**src/rtl/mode_counter.sv**
```systemverilog
// Configurable counter: up, down, ping-pong or hold over 0..limit, with wrap or
// saturate at the boundary, synchronous load, a terminal-count flag and Gray output.
module mode_counter #(
    parameter int WIDTH = 4
) (
    input  logic             clock,
    input  logic             reset,
    input  logic             en,
    input  logic [1:0]       mode,
    input  logic             wrap,
    input  logic [WIDTH-1:0] limit,
    input  logic             load,
    input  logic [WIDTH-1:0] load_val,
    output logic [WIDTH-1:0] sa,
    output logic             dir,
    output logic             tc,
    output logic [WIDTH-1:0] gray
);

    typedef enum logic [1:0] {
        MODE_UP   = 2'b00,
        MODE_DOWN = 2'b01,
        MODE_PING = 2'b10,
        MODE_HOLD = 2'b11
    } mode_t;

    typedef enum logic {
        DIR_UP   = 1'b0,
        DIR_DOWN = 1'b1
    } dir_t;

    localparam logic [WIDTH-1:0] ONE  = {{(WIDTH-1){1'b0}}, 1'b1};
    localparam logic [WIDTH-1:0] ZERO = '0;

    logic [WIDTH-1:0] sa_q, sa_d;
    dir_t             dir_q, dir_d;
    logic             tc_q, tc_d;
    mode_t            mode_sel;

    assign mode_sel = mode_t'(mode);

    always_comb begin
        sa_d  = sa_q;
        dir_d = dir_q;
        tc_d  = 1'b0;
        if (load) begin
            sa_d = (load_val > limit) ? limit : load_val;
        end else if (en && mode_sel != MODE_HOLD) begin
            // A limit lowered below the current count pulls the count back first.
            if (sa_q > limit) begin
                sa_d = limit;
            end else begin
                case (mode_sel)
                    MODE_UP: begin
                        if (sa_q == limit) begin
                            tc_d = 1'b1;
                            if (wrap) sa_d = ZERO;
                        end else begin
                            sa_d = sa_q + ONE;
                        end
                    end
                    MODE_DOWN: begin
                        if (sa_q == ZERO) begin
                            tc_d = 1'b1;
                            if (wrap) sa_d = limit;
                        end else begin
                            sa_d = sa_q - ONE;
                        end
                    end
                    MODE_PING: begin
                        if (limit == ZERO) begin
                            tc_d = 1'b1;
                        end else if (dir_q == DIR_UP) begin
                            if (sa_q == limit) begin
                                sa_d  = limit - ONE;
                                dir_d = DIR_DOWN;
                                tc_d  = 1'b1;
                            end else begin
                                sa_d = sa_q + ONE;
                            end
                        end else begin
                            if (sa_q == ZERO) begin
                                sa_d  = ONE;
                                dir_d = DIR_UP;
                                tc_d  = 1'b1;
                            end else begin
                                sa_d = sa_q - ONE;
                            end
                        end
                    end
                    default: begin
                        sa_d = sa_q;
                    end
                endcase
            end
        end
    end

    always_ff @(posedge clock) begin
        if (reset) begin
            sa_q  <= ZERO;
            dir_q <= DIR_UP;
            tc_q  <= 1'b0;
        end else begin
            sa_q  <= sa_d;
            dir_q <= dir_d;
            tc_q  <= tc_d;
        end
    end

    assign sa   = sa_q;
    assign dir  = dir_q;
    assign tc   = tc_q;
    assign gray = sa_q ^ (sa_q >> 1);

endmodule

```
**config.mk**
```make
export PLATFORM = sky130hd
export DESIGN_NAME = mode_counter
export DESIGN_NICKNAME = d
export VERILOG_FILES = /design/src/rtl/mode_counter.sv
export SDC_FILE = /design/constraint.sdc
export NUM_CORES = 1
export LEC_CHECK = 0
export ABC_AREA = 1
export CAP_MARGIN = 20
export CORE_ASPECT_RATIO = 0.7
export CORE_UTILIZATION = 42
export CTS_CLUSTER_DIAMETER = 60
export CTS_CLUSTER_SIZE = 16
export DETAILED_ROUTE_END_ITERATION = 6
export PLACE_DENSITY_LB_ADDON = 0.2
export SYNTH_ARGS = -nofsm -noshare
export SYNTH_HDL_FRONTEND = slang
export SYNTH_SLANG_ARGS = --single-unit
```
**constraint.sdc**
```tcl
create_clock -name clock -period 1.8 [get_ports clock]
set_input_delay 0.36 -clock clock [delete_from_list [all_inputs] [get_ports clock]]
set_output_delay 0.36 -clock clock [all_outputs]
set_load 0.03 [all_outputs]
```
Yosys cells after proc, flatten, opt, wreduce, memory -nomap -nowiden
Index checks and enable logic that the tools add are counted.
{"block": "totals", "regBits": 6, "wordCells": 49}
{"block": "op_classes", "n_bitwise": 5, "n_lt_le_gt_ge": 2, "muxes": 20, "n_reduce_logical": 9, "eq_ne": 7, "addsub": 3}
{"op": "2-to-1 mux 4 bit", "count": 12}
{"op": "one-hot mux 4 bit (3 select lines)", "count": 1}
{"op": "inequality test 5 bit, second input constant", "count": 2}
{"op": "AND reduction 5 bit", "count": 2}
{"op": "> comparator 4 bit", "count": 2}
{"op": "logical NOT 4 bit", "count": 2}
{"op": "subtractor 4 x 1 -> 4 bit, second input constant", "count": 2}
{"op": "2-to-1 mux 1 bit", "count": 6}
{"op": "nonzero test 5 bit", "count": 1}
{"op": "adder 4 x 1 -> 4 bit, second input constant", "count": 1}
{"op": "== test 4 bit", "count": 1}
{"op": "inequality test 4 bit, second input constant", "count": 1}
{"op": "inverter 1 bit", "count": 4}
{"op": "OR reduction 4 bit", "count": 1}
{"op": "XOR 4 x 3 -> 4 bit", "count": 1}
{"op": "one-hot mux 1 bit (3 select lines)", "count": 1}
{"op": "== test 2 x 1 -> 1 bit, second input constant", "count": 1}
{"op": "== test 2 bit, second input constant", "count": 1}
{"op": "logical NOT 2 bit", "count": 1}
{"op": "inequality test 2 bit, second input constant", "count": 1}
{"op": "nonzero test 2 bit", "count": 1}
{"op": "logical AND 1 bit", "count": 1}

Logic depth before layout (Yosys ltp)
{"block": "depth", "ltp_word": 8, "ltp_mapped": 15, "depth_no_buf": 15}

Worst setup path before layout
Ideal clock, no wire load.
{"block": "synth_timing", "kind": "flip-flop to flip-flop", "start": "register sa_q[0], in the netlist sa[0]", "end": "register sa_q[0], in the netlist sa[0]", "setup_time_ps": 109, "t_required_ps": 1691, "stages_incl_launch_ff": 13, "synth_period_minus_slack_ps": 1930, "n_path_buf": 0, "arrival_ps": 1821, "path_slack_ps": -130, "cell_sequence": "dfxtp_1 -> inv_1 -> ha_1 -> nand2_1 -> nor2_8 -> a21oi_1 -> o21ai_2 -> nand2_2 -> nand2_4 -> nor2_1 -> nand2_1 -> nand2_1 -> inv_1"}
{"block": "synth_via", "elab_chain_cells": 8, "elab_cells_between_ends": 20}
{"element": "start: declaration", "line_no": "35", "source": "logic [WIDTH-1:0] sa_q, sa_d;"}
{"element": "start signal: assignment", "line_no": "101", "source": "sa_q <= ZERO;"}
{"element": "start signal: assignment", "line_no": "105", "source": "sa_q <= sa_d;"}
{"element": "adder 4 x 1 -> 4 bit, or another cell as far along", "line_no": "59, 79"}
{"element": "2-to-1 mux 4 bit, on equally long branches", "line_no": "74, 82"}
{"element": "2-to-1 mux 4 bit", "line_no": "73", "source": "end else if (dir_q == DIR_UP) begin"}
{"element": "2-to-1 mux 4 bit", "line_no": "71", "source": "if (limit == ZERO) begin"}
{"element": "one-hot mux 4 bit (3 select lines)", "line_no": "53", "source": "case (mode_sel)"}
{"element": "2-to-1 mux 4 bit", "line_no": "50", "source": "if (sa_q > limit) begin"}
{"element": "2-to-1 mux 4 bit", "line_no": "48", "source": "end else if (en && mode_sel != MODE_HOLD) begin"}
{"element": "2-to-1 mux 4 bit", "line_no": "46", "source": "if (load) begin"}
Parallel ways exist; a longest one is shown, timed or not. The select of a mux whose other input is x is not followed.
A chain may end at the register's enable or synchronous reset.

Worst setup path after layout
{"block": "layout_timing", "start": "input limit[3]", "end": "register sa_q[0], in the netlist sa[0]"}
{"block": "layout_via", "elab_chain_cells": 8, "elab_cells_between_ends": 18}
{"element": "start: declaration", "line_no": "11", "source": "input logic [WIDTH-1:0] limit,"}
{"element": "== test 4 bit", "line_no": "55, 74"}
{"element": "2-to-1 mux 4 bit", "line_no": "74", "source": "if (sa_q == limit) begin"}
{"element": "2-to-1 mux 4 bit", "line_no": "73"}
{"element": "2-to-1 mux 4 bit", "line_no": "71"}
{"element": "one-hot mux 4 bit (3 select lines)", "line_no": "53"}
{"element": "2-to-1 mux 4 bit", "line_no": "50"}
{"element": "2-to-1 mux 4 bit", "line_no": "48"}
{"element": "2-to-1 mux 4 bit", "line_no": "46"}
Parallel ways exist; a longest one is shown, timed or not. The select of a mux whose other input is x is not followed.

==> flow_results.org <==
** Run status
- The flow ran to the end, and the final reports show no timing, DRC or antenna violations.

** Worst setup path
- STA classifies the critical path startpoint as an input pin.
- Data arrives at the worst endpoint at 1.89 ns.
- WS Path Type :: in2reg
- The cell that appears most often on the critical path is sky130_fd_sc_hd__nand2_1.
- Counting both buffers and inverters, the worst setup path holds a total of 4.
- In this run the register-to-register setup slack is 0.07 ns.
- Max incr delay on CP :: 0.28 ns
- Data on the critical path is required at its endpoint by 1.92 ns.
- The signal on the critical path passes through dlygate4sd2_1, inv_2, buf_4, ha_4, nand2_2, o21ai_4, nand3_2, nand2_1, nor2_1, nor2_1, nand2_1, nand2_1, inv_1.
- In this design, the largest share of critical-path delay is due to simple AND/OR/NAND/NOR gates.
- In this run the critical register-to-register path is launched from sa[0]$_SDFFE_PP0P_.
- Number of stages on the worst setup path :: 13
- The worst setup path is captured at a register.
- The endpoint identified for the worst register-to-register timing path is sa[0]$_SDFFE_PP0P_.
- Slowest cell on the critical path :: sky130_fd_sc_hd__ha_4
- Path depth of the worst reg2reg path :: 11
- In this run the worst path has a maximum fanout of 8.

** STA
- After layout, the worst setup slack is 0.0289 ns.
- The max-slew violation total from the final report came to 0.
- Setup repair after global routing could not meet its margin everywhere.
- Final Hold Vio Count :: 0
- For the pin with the worst max-slew slack, the measured transition is 0.306 ns.
- For the final database, setup skew stands at 0.00778 ns.
- The worst path in the final design needs a cycle of 1.77 ns, including I/O delays and setup.
- Maximum clock rate :: 565 MHz
- In the finished design, the share of the clock period the worst path needs comes to 98.4%.
- Setup violations remaining at the end of the flow were counted as 0.
- The worst pin sits at a relative slew slack of 79.5%.

** Routing
- The final route contains 1533 vias.
- The first TritonRoute pass finished after 4 iterations.
- Number of nets with antenna violations after detailed routing :: 0
- In the final routed layout, each cell accounts on average for 13.0 µm.
- For this run, design rule violations remaining after detail routing come to 0.
- The final layout contains routed wiring with a total length of 3.92 mm.
- Violation count after the first detailed-routing iteration :: 98
- Using the TritonRoute via totals, the vias-per-cell ratio works out to 5.08.

** Die
- Die Width :: 66.7 µm
- Standard cell core area :: 0.00278 mm²
- The floorplan step defined a die boundary enclosing 0.00316 mm².
- 25 I/O pins were placed.
- Height of the die :: 47.3 µm
- After floorplanning, the core was divided into 16 placement rows.
- Initial Util :: 44.2%

** Clocking
- Number of buffers between clock root and the deepest sink :: 2
- CTS hold repair buffers :: 0
- Clock tree synthesis selected as its root buffer the cell sky130_fd_sc_hd__clkbuf_8.
- TritonCTS built the clock tree.
- Number of CTS-inserted buffers :: 3
- CTS built an H-tree with a depth of 1.
- Reg clk slew, reported paths :: 0.05 ns
- Sinks on the clock net :: 6
- Clk Latency, worst-skew pair :: 0.24 ns

** Place
- Detailed Place HPWL :: 3.02 mm
- Counting tap cells, the placed design contains a total of 294 instances.
- Input/output buffers :: 24
- Routability-driven placement finished with a final weighted congestion of 0.886.
- OpenSTA, run right after detailed placement, puts the worst setup slack at -0.503 ns.

** Synthesis
- After synthesis, flip-flops and latches occupy 9.76% of the total area.
- Summing every instance area after synthesis gives 0.00123 mm².
- When the netlist entered floorplanning its net count stood at 239.
- After synthesis the netlist holds a flip-flop and latch count of 6.
- Dividing the synthesized area by the synthesized cell count gives 6.06 µm².
- The Yosys step of the flow raised 0 warnings.
- The number of different library cells used by synthesis comes to 27.
- Predominant post-synthesis flop cell :: sky130_fd_sc_hd__dfxtp_1
- Counting flops with an async set or reset pin after synthesis yields a share of 0%.
- Counting flops with a built-in enable in the synthesized netlist gives 0.
- After technology mapping, the gate count stands at 203.

** Finish
- Multi-input gate area in the final layout :: 0.00112 mm²
- Area grow syn2layout :: 61.3%
- Layout cell share with drive strength beyond 1 :: 35.0%
- The number of antenna diodes in the final layout is 0.
- Sequential cell area :: 128 µm²
- Total Nets Final :: 304
- Total of fill cells in the finished design :: 238
- After the flow finishes, the layout carries non-filler instances totaling 302.

** GRT
- Congestion Overflow GR :: 0
- Number of antenna violations at the first check in global routing :: 0
- Largest net degree at the start of global routing :: 9
- The first global-routing pass estimated 5.62 mm of wire.
- Number of global-route vias before repair :: 1269
- Global routing used 25.0% of the available tracks.

** Worst hold path
- Along the worst hold path, the cell count comes to 2.
- Class of the worst hold path :: reg2reg
- Hold wc startpoint :: dir$_SDFFE_PP0P_
- Destination of the worst hold path :: dir$_SDFFE_PP0P_

** Job
- Number of max-cap violations :: 0

** Pwr
- Across the VDD grid, the largest voltage drop is 0.299 mV.
- Summed over all cells, the static leakage comes to 1.06 nW.
- Pwr dens :: 631 mW/mm²
registers in the layout (all words and copies together) (netlist names):
name / count
tc: 1
sa: 4
dir: 1
synthesized netlist by cell type (3+ instances only):
cell / number / area (µm²)
sky130_fd_sc_hd__nor2_1: 15 / 56.3
sky130_fd_sc_hd__o21ai_0: 8 / 40.0
sky130_fd_sc_hd__dfxtp_1: 6 / 120
sky130_fd_sc_hd__nand2_2: 6 / 37.5
sky130_fd_sc_hd__inv_1: 31 / 116
sky130_fd_sc_hd__nand3_1: 17 / 85.1
sky130_fd_sc_hd__a21oi_2: 3 / 26.3
sky130_fd_sc_hd__nand4_1: 3 / 18.8
sky130_fd_sc_hd__nand2_1: 58 / 218
sky130_fd_sc_hd__a21oi_1: 12 / 60.1
sky130_fd_sc_hd__ha_1: 21 / 263
sky130_fd_sc_hd__o21ai_2: 3 / 26.3
tightest hold or removal path, stage by stage, from the launching register on:
cell                      delay (ns)
sky130_fd_sc_hd__dfxtp_1        0.36
sky130_fd_sc_hd__inv_1          0.14
sky130_fd_sc_hd__a21oi_1        0.08
cell type report:
type | instances | area share [%]
tap | 36 | 2.27
timing repair buffer | 62 | 26.2
inverter | 34 | 6.68
clock buffer | 3 | 2.08
multi-input combinational | 161 | 56.4
sequential | 6 | 6.43
cells in the final DEF, fill, tap and decap left out:
master                             n
sky130_fd_sc_hd__nand2_2           5
sky130_fd_sc_hd__or2_2             1
sky130_fd_sc_hd__dfxtp_2           3
sky130_fd_sc_hd__a211oi_2          1
sky130_fd_sc_hd__ha_1             11
sky130_fd_sc_hd__nand4_1           3
sky130_fd_sc_hd__dfxtp_1           2
sky130_fd_sc_hd__a21oi_2           6
sky130_fd_sc_hd__dfxtp_4           1
sky130_fd_sc_hd__o21bai_1          1
sky130_fd_sc_hd__nand3b_1          1
sky130_fd_sc_hd__ha_4              7
sky130_fd_sc_hd__a21oi_1           9
sky130_fd_sc_hd__inv_4             2
sky130_fd_sc_hd__clkbuf_8          3
sky130_fd_sc_hd__buf_4            40
sky130_fd_sc_hd__buf_6             1
sky130_fd_sc_hd__inv_1            26
sky130_fd_sc_hd__a21oi_4           1
sky130_fd_sc_hd__dlymetal6s2s_1    4
sky130_fd_sc_hd__o21ai_4           1
sky130_fd_sc_hd__nand3_1          15
sky130_fd_sc_hd__nand2_1          56
sky130_fd_sc_hd__a211oi_1          1
sky130_fd_sc_hd__clkbuf_2          1
sky130_fd_sc_hd__nand2_4           4
sky130_fd_sc_hd__nor2_1           15
sky130_fd_sc_hd__dlygate4sd2_1     6
sky130_fd_sc_hd__xor2_1            2
sky130_fd_sc_hd__o21ai_0           7
sky130_fd_sc_hd__o21ai_2           2
sky130_fd_sc_hd__clkdlybuf4s50_1  10
sky130_fd_sc_hd__o31ai_1           1
sky130_fd_sc_hd__nand3_2           3
sky130_fd_sc_hd__nor2_4            1
sky130_fd_sc_hd__inv_2             6
sky130_fd_sc_hd__nor2_8            1
sky130_fd_sc_hd__ha_2              3
sky130_fd_sc_hd__o21ai_1           3
stage by stage:
step                      setup TNS (ns)  hold WS (ns)  instance area, µm²  total power [W]  util (%)
final                                  0         0.631                1990          0.00125      71.4
after global placement             -2.66         0.623                1750         0.000926      62.8
after floorplan                  -0.0141         0.497                1240         0.000658         -
after global routing             -0.0869         0.645                1990          0.00135      71.4
after detailed placement           -2.74         0.614                1750         0.000929      62.8
after CTS                              0         0.623                1890          0.00120      67.8
cells by family (layout without fill, tap and decap cells):
group / after synthesis / count (layout) / synth area share (%)
flip-flops: 6 / 6 / 9.76
adder cells (fa/ha/maj): 21 / 21 / 21.3
buffers and inverters: 36 / 99 / 11.8
AO/OA/AOI/OAI: 33 / 33 / 17.0
AND/OR/NAND/NOR: 105 / 105 / 38.7
XOR/XNOR: 2 / 2 / 1.42
worst max path at each step:
| stage | start | end | slack (ns) |
|---|---|---|---|
| after global routing | limit[3] | sa[0]$_SDFFE_PP0P_ | -0.08 |
| after floorplan | sa[2]$_SDFFE_PP0P_ | sa[0]$_SDFFE_PP0P_ | -0.01 |
| after CTS | sa[3]$_SDFFE_PP0P_ | gray[3] | 0.003 |
| after detailed placement | limit[1] | sa[0]$_SDFFE_PP0P_ | -0.50 |
| final | limit[3] | sa[0]$_SDFFE_PP0P_ | 0.03 |
| after global placement | limit[3] | sa[0]$_SDFFE_PP0P_ | -0.47 |
where the power goes:
part	total, W	switching, W	internal [W]
registers	0.000179	0.0000262	0.000152
clock network	0.000225	0.0000793	0.000146
logic	0.000850	0.000487	0.000363
per-layer routing:
metal	GRT usage (%)	wire length, µm
met5	0	0
met4	2.55	31
met3	7.04	326
met2	44.0	1780
met1	32.0	1790
repair_timing:
| action | CTS | global route |
|---|---|---|
| gates cloned | 0 | 0 |
| pin swaps | 8 | 6 |
| setup buffers | 2 | 3 |
| setup endpoints to repair | 7 | 7 |
| gates resized for setup | 25 | 21 |
No activity file was read; power rests on OpenSTA's default activity.
